==> src/rtl/merge3_rr_sched.sv <==
// Three-way byte-stream merge node: per-channel FIFOs drained round-robin onto one stream.
// Optional per-channel saturating drop counters when MERGE3_DROP_CNT_EN is defined.
module merge3_rr_sched #(
    parameter int DW    = 8,
    parameter int DEPTH = 4
) (
    input  logic          i_clk,
    input  logic          i_rstn,
    input  logic          wen0,
    input  logic          wen1,
    input  logic          wen2,
    input  logic [DW-1:0] i_data0,
    input  logic [DW-1:0] i_data1,
    input  logic [DW-1:0] i_data2,
    input  logic          ren,
    output logic          valid,
    output logic [DW-1:0] o_data,
    output logic [1:0]    o_grant,
    output logic [2:0]    o_full,
`ifdef MERGE3_DROP_CNT_EN
    output logic [7:0]    o_drop_cnt0,
    output logic [7:0]    o_drop_cnt1,
    output logic [7:0]    o_drop_cnt2,
`endif
    output logic [2:0]    o_ovf
);

    localparam int AW = $clog2(DEPTH);
    localparam logic [AW:0] FULL_CNT = (AW+1)'(DEPTH);

    typedef enum logic [0:0] {
        ST_IDLE  = 1'b0,
        ST_SERVE = 1'b1
    } state_t;

    // Channel search order starts just after the last grant.
    function automatic logic [1:0] rr_pick(input logic [1:0] last, input logic [2:0] ne);
        logic [1:0] g;
        g = 2'd0;
        case (last)
            2'd0: begin
                if (ne[1]) g = 2'd1;
                else if (ne[2]) g = 2'd2;
                else g = 2'd0;
            end
            2'd1: begin
                if (ne[2]) g = 2'd2;
                else if (ne[0]) g = 2'd0;
                else g = 2'd1;
            end
            default: begin
                if (ne[0]) g = 2'd0;
                else if (ne[1]) g = 2'd1;
                else g = 2'd2;
            end
        endcase
        return g;
    endfunction

    logic [DW-1:0] mem_r    [3][DEPTH];
    logic [AW-1:0] wr_ptr_r [3];
    logic [AW-1:0] rd_ptr_r [3];
    logic [AW:0]   count_r  [3];
    logic [AW:0]   cnt_nxt_s[3];
    logic [1:0]    last_r;
    state_t        state_r;
    logic          valid_r;
    logic [DW-1:0] data_r;
    logic [1:0]    grant_r;
    logic [2:0]    ovf_r;

    logic [2:0]    wen_s;
    logic [DW-1:0] wdata_s [3];
    logic [2:0]    full_s;
    logic [2:0]    nonempty_s;
    logic [2:0]    wr_ok_s;
    logic [2:0]    drop_s;
    logic [2:0]    pop_ch_s;
    logic          pop_s;
    logic          any_next_s;
    logic [1:0]    grant_s;
    logic [DW-1:0] head_s;

    // Per-channel status, grant selection and next-count computation.
    always_comb begin
        wen_s      = {wen2, wen1, wen0};
        wdata_s[0] = i_data0;
        wdata_s[1] = i_data1;
        wdata_s[2] = i_data2;
        full_s     = 3'b000;
        nonempty_s = 3'b000;
        for (int n = 0; n < 3; n++) begin
            full_s[n]     = (count_r[n] == FULL_CNT);
            nonempty_s[n] = (count_r[n] != '0);
        end
        // Full is judged on the registered count, so a write to a full FIFO drops even if it pops.
        wr_ok_s    = wen_s & ~full_s;
        drop_s     = wen_s & full_s;
        pop_s      = ren && (|nonempty_s);
        grant_s    = rr_pick(last_r, nonempty_s);
        pop_ch_s   = 3'b000;
        any_next_s = 1'b0;
        for (int n = 0; n < 3; n++) begin
            pop_ch_s[n] = pop_s && (grant_s == 2'(n));
            case ({wr_ok_s[n], pop_ch_s[n]})
                2'b10:   cnt_nxt_s[n] = count_r[n] + (AW+1)'(1);
                2'b01:   cnt_nxt_s[n] = count_r[n] - (AW+1)'(1);
                default: cnt_nxt_s[n] = count_r[n];
            endcase
            any_next_s = any_next_s | (cnt_nxt_s[n] != '0);
        end
        case (grant_s)
            2'd0:    head_s = mem_r[0][rd_ptr_r[0]];
            2'd1:    head_s = mem_r[1][rd_ptr_r[1]];
            2'd2:    head_s = mem_r[2][rd_ptr_r[2]];
            default: head_s = '0;
        endcase
    end

    // FIFO storage; contents are only meaningful between the pointers, so no reset needed.
    always_ff @(posedge i_clk) begin
        for (int n = 0; n < 3; n++) begin
            if (wr_ok_s[n]) begin
                mem_r[n][wr_ptr_r[n]] <= wdata_s[n];
            end
        end
    end

    // Pointers, counts and sticky overflow flags.
    always_ff @(posedge i_clk or negedge i_rstn) begin
        if (!i_rstn) begin
            for (int n = 0; n < 3; n++) begin
                wr_ptr_r[n] <= '0;
                rd_ptr_r[n] <= '0;
                count_r[n]  <= '0;
            end
            ovf_r <= 3'b000;
        end else begin
            for (int n = 0; n < 3; n++) begin
                if (wr_ok_s[n]) wr_ptr_r[n] <= wr_ptr_r[n] + AW'(1);
                if (pop_ch_s[n]) rd_ptr_r[n] <= rd_ptr_r[n] + AW'(1);
                count_r[n] <= cnt_nxt_s[n];
            end
            ovf_r <= ovf_r | drop_s;
        end
    end

    // Scheduler state and registered output stage.
    always_ff @(posedge i_clk or negedge i_rstn) begin
        if (!i_rstn) begin
            state_r <= ST_IDLE;
            last_r  <= 2'd2;
            valid_r <= 1'b0;
            data_r  <= '0;
            grant_r <= 2'd0;
        end else begin
            case (state_r)
                ST_IDLE:  if (|nonempty_s) state_r <= ST_SERVE;
                ST_SERVE: if (!any_next_s) state_r <= ST_IDLE;
                default:  state_r <= ST_IDLE;
            endcase
            if (pop_s) begin
                valid_r <= 1'b1;
                data_r  <= head_s;
                grant_r <= grant_s;
                last_r  <= grant_s;
            end else begin
                valid_r <= 1'b0;
            end
        end
    end

`ifdef MERGE3_DROP_CNT_EN
    logic [7:0] drop_cnt_r [3];

    // Saturating per-channel dropped-write counters.
    always_ff @(posedge i_clk or negedge i_rstn) begin
        if (!i_rstn) begin
            for (int n = 0; n < 3; n++) drop_cnt_r[n] <= 8'd0;
        end else begin
            for (int n = 0; n < 3; n++) begin
                if (drop_s[n] && (drop_cnt_r[n] != 8'hFF)) begin
                    drop_cnt_r[n] <= drop_cnt_r[n] + 8'd1;
                end
            end
        end
    end

    assign o_drop_cnt0 = drop_cnt_r[0];
    assign o_drop_cnt1 = drop_cnt_r[1];
    assign o_drop_cnt2 = drop_cnt_r[2];
`endif

    assign valid   = valid_r;
    assign o_data  = data_r;
    assign o_grant = grant_r;
    assign o_full  = full_s;
    assign o_ovf   = ovf_r;

endmodule

==> config.mk <==
export PLATFORM = sky130hd
export DESIGN_NAME = merge3_rr_sched
export DESIGN_NICKNAME = d
export VERILOG_FILES = /design/src/rtl/merge3_rr_sched.sv
export SDC_FILE = /design/constraint.sdc
export NUM_CORES = 1
export LEC_CHECK = 0
export BUFFER_PORTS_ARGS = -buffer_cell sky130_fd_sc_hd__buf_2
export CORE_MARGIN = 5
export CORE_UTILIZATION = 60
export CTS_CLUSTER_SIZE = 20
export DETAILED_ROUTE_END_ITERATION = 7
export HOLD_SLACK_MARGIN = 0.15
export PLACE_DENSITY = 0.8
export SLEW_MARGIN = 25
export SYNTH_ARGS = -nofsm -noshare
export SYNTH_HDL_FRONTEND = slang
export SYNTH_SLANG_ARGS = --single-unit
==> constraint.sdc <==
create_clock -name i_clk -period 6.53 [get_ports i_clk]
set_input_delay 1.306 -clock i_clk [delete_from_list [all_inputs] [get_ports i_clk]]
set_output_delay 1.306 -clock i_clk [all_outputs]
set_load 0.01 [all_outputs]
==> impl_results.md <==
- Status: finished, final reports clean
- Clk pwr share: a little under a third
- Detail Route Antenna Nets: 0
- WS Path Type: flip-flop to primary output
- Area added between synthesis and finish: 16.9%
- Comb pwr share: a little over a quarter
- GRT Residual Overflow: 0
- FF+latch area: between 3000 and 4000 um^2
- Antenna violations before repair: 0
- Psw: 1.00 mW
- Worst-path cell chain: nor3b_1 -> buf_2
- Synthesized area: 5540 um^2
- Fin crit share: 42.8%
- CTS tree: done
- LEAKAGE: 2.44 nW
- Yosys warns: 0
- Port Buffers: 46
- Post-DP HPWL: about 6800 um
- Fin. Hold Viols: 0
- Gate Count Post-Synth: ~330
- Slowest-stage cell, CP: dfrtp_1
- Iter 0 DRT Violations: 221
- Filler Cell Count: 584
- Clock sink count: 132
- CP max FO: 5
- Vias per inst: 5.82
- Area of the multi-input gates: approximately 1600 um^2
- H-tree Lvls: 4
- First-pass GRT wire length: between 15000 and 20000 um
- Max cap viols: 0
- IO Count: 47
- Seq pwr share: 42.1%
- WL/cell: 19.8 um
- WL final: approximately 10000 um
- GP Congestion: between 0.8 and 0.9
- Via count: slightly below 3000
- Layout cells sized above 1: between 20 and 30%
- RSZ-0062 raised after global routing: no
- Final Instance Area: 6470 um^2
- Drt pass-1 iters: 4
- Min cycle time layout: 2.80 ns
- Maximum number of pins on one net before global-route repair: 37
- Placed cell area: about 5900 um^2
- Final TNS setup: 0 ns
- Root buffer cell: clkbuf_8
- Clock Latency Late Sink: between 0.5 and 0.6 ns
- Die Ht: around 110 um
- Yosys cell types: 40
- GRT Overall Usage: 20.0%
- Starting Density: 60.8%
- Yosys reg bits: 132
- VDD IR max: ~280 uV
- Pint: ~2.2 mW
- Max-slew headroom at the worst pin: between 40 and 50%
- Die Area: between 10000 and 15000 um^2
- Antenna diodes: 0
- Worst-Margin Slew: 0.854 ns
- Resize count post-CTS: 0
- Net Count, Synth: between 300 and 400
- Longest Clk Path Bufs: 2
- Setup slack, reg-to-reg: 3.92 ns
- CTS Hold Bufs: 0
- Cell area power density: between 400 and 500 nW/um^2
- Number of global-route vias before repair: between 3000 and 4000
- Number of buffers created by CTS: 17
- Max-slew violations: 0
- Worst EP required: around 5.2 ns
- Final Net Count: about 430
- Final setup violation count: 0
- Achievable Freq: about 0.36 GHz
- Rows: 35
- CP endpoint kind: primary output
- Net Sw Frac: between 30% and 40%
- Clock transition at path regs: about 0.06 ns
- Total setup buffers inserted after CTS: 0
- CP arrival: 1.49 ns
- Die width: ~110 um
- Setup crit start kind: flip-flop
- Worst Hold Class: flip-flop to flip-flop
- Register area share after synthesis: 68.3%
- Slowest stage delay, CP: roughly 0.44 ns
- Core Area: 9110 um^2
- Drt drc: 0
- Synth Area per Inst: roughly 17 um^2
- Setup Skew: 0.00699 ns
-- cell usage after synthesis (all sizes together) --
master / n / share of area, %
edfxtp: 96 / 52
dfrtp: 35 / 16
mux4: 24 / 9.8
o21ai: 22 / 2.1
inv: 20 / 1.4
ha: 15 / 3.4
and2: 12 / 1.4
nor2: 11 / 0.75
xnor2: 10 / 1.6
a41oi: 8 / 1.3
nor3: 8 / 1.3
o31ai: 8 / 1.1
xor2: 8 / 1.3
buf: 7 / 0.77
a21o: 6 / 0.84
nand2: 6 / 0.41
a21oi: 4 / 0.43
a211oi: 3 / 0.41
fa: 3 / 1.1
mux2: 3 / 0.61
nor2b: 3 / 0.34
or3: 3 / 0.43
and3: 2 / 0.23
clkbuf: 2 / 0.16
dfstp: 1 / 0.47
mux2i: 1 / 0.18
nor3b: 1 / 0.14
o211a: 1 / 0.18
or2: 1 / 0.11
or4b: 1 / 0.25
-- routing by layer --
layer / track usage [%] / routed length (um) / share of wire [%]
met1: 27.0 / 4380 / 44
met2: 32.0 / 4920 / 49
met3: 4.80 / 582 / 5.8
met4: 7.22 / 101 / 1.0
met5: 0 / 0 / 0
-- power groups by stage --
stage / sequential (mW) / combinational, mW / clock, mW
detailed placement: 1.36 / 0.854 / 0
finish: 1.34 / 0.858 / 0.988
CTS: 1.35 / 0.870 / 1.00
floorplan: 1.27 / 0.687 / 0
global placement: 1.35 / 0.824 / 0
global route: 1.38 / 0.948 / 1.04
-- path summary, 6_finish.rpt --
check	start	end	cells past startpoint
setup / recovery	count_r[4]	o_full[1]	2
hold / removal	o_ovf[1]	o_ovf[1]	1
setup reg to reg	count_r[4]	count_r[2]	9
hold reg to reg	o_ovf[1]	o_ovf[1]	1
max in group asynchronous	i_rstn	o_data[6]	1
min in group asynchronous	i_rstn	o_ovf[0]	1
-- sequential cells by signal, indices dropped and copies added (netlist names) --
name / count
valid: 1
o_grant: 1
mem_r: 96
wr_ptr_r: 6
last_r: 2
count_r: 9
o_data: 8
o_ovf: 3
rd_ptr_r: 6
-- placed cells by master, fill, tap and decap left out, types with 2 or more instances in the layout --
cell	n
a21oi_1	3
nor3_2	4
inv_6	5
a211oi_1	3
mux2_2	3
mux4_2	24
edfxtp_1	96
nor2_1	11
and3_1	2
or3_1	2
bufinv_16	4
buf_2	46
xnor2_1	10
o21ai_0	21
nor3_1	3
a21o_1	5
a41oi_1	8
fa_1	3
dfrtp_1	35
o31ai_1	8
and2_1	12
nor2b_1	3
ha_1	15
clkbuf_16	16
nand2_1	6
clkinvlp_4	3
xor2_1	8
inv_1	19
-- logic make-up (layout without fill, tap and decap cells) --
| family | count (synthesis) | in the layout | synth area share [%] |
|---|---|---|---|
| flops | 132 | 132 | 68.3 |
| simple gates | 48 | 48 | 5.28 |
| mux | 28 | 28 | 10.5 |
| buf+inv | 29 | 98 | 2.28 |
| fa+ha+maj | 18 | 18 | 4.47 |
| compound gates | 52 | 52 | 6.26 |
| xor+xnor | 18 | 18 | 2.85 |
-- worst max-delay path, delay by kind of cell (launching register included) --
family | cells | cell delay, ns
buf+inv | 1 | 0.20
simple gates | 1 | 0.34
flops | 1 | 0.44
-- through the flow --
stage | power [mW] | hold slack (ns) | utilization [%] | instances | setup WS (ns)
2_1_floorplan | 1.95 | 0.478 | - | 325 | 3.81
3_3_place_gp | 2.17 | 0.434 | 64.3 | 473 | 3.60
3_5_place_dp | 2.21 | 0.439 | 64.3 | 473 | 3.54
4_1_cts | 3.22 | 0.453 | 71.1 | 505 | 3.69
5_1_grt | 3.37 | 0.463 | 71.1 | 505 | 3.62
6_report | 3.19 | 0.449 | 71.1 | 505 | 3.73
-- layout make-up --
type                       instances  share of cell area [%]
clock buffer                      18                    6.45
clock inverter                    14                    3.07
inverter                          20                    1.16
multi-input combinational        164                    25.2
sequential                       132                    58.5
tap                              111                    2.14
timing repair buffer              46                    3.56
Note: power is estimated with default switching activity, not from simulation.
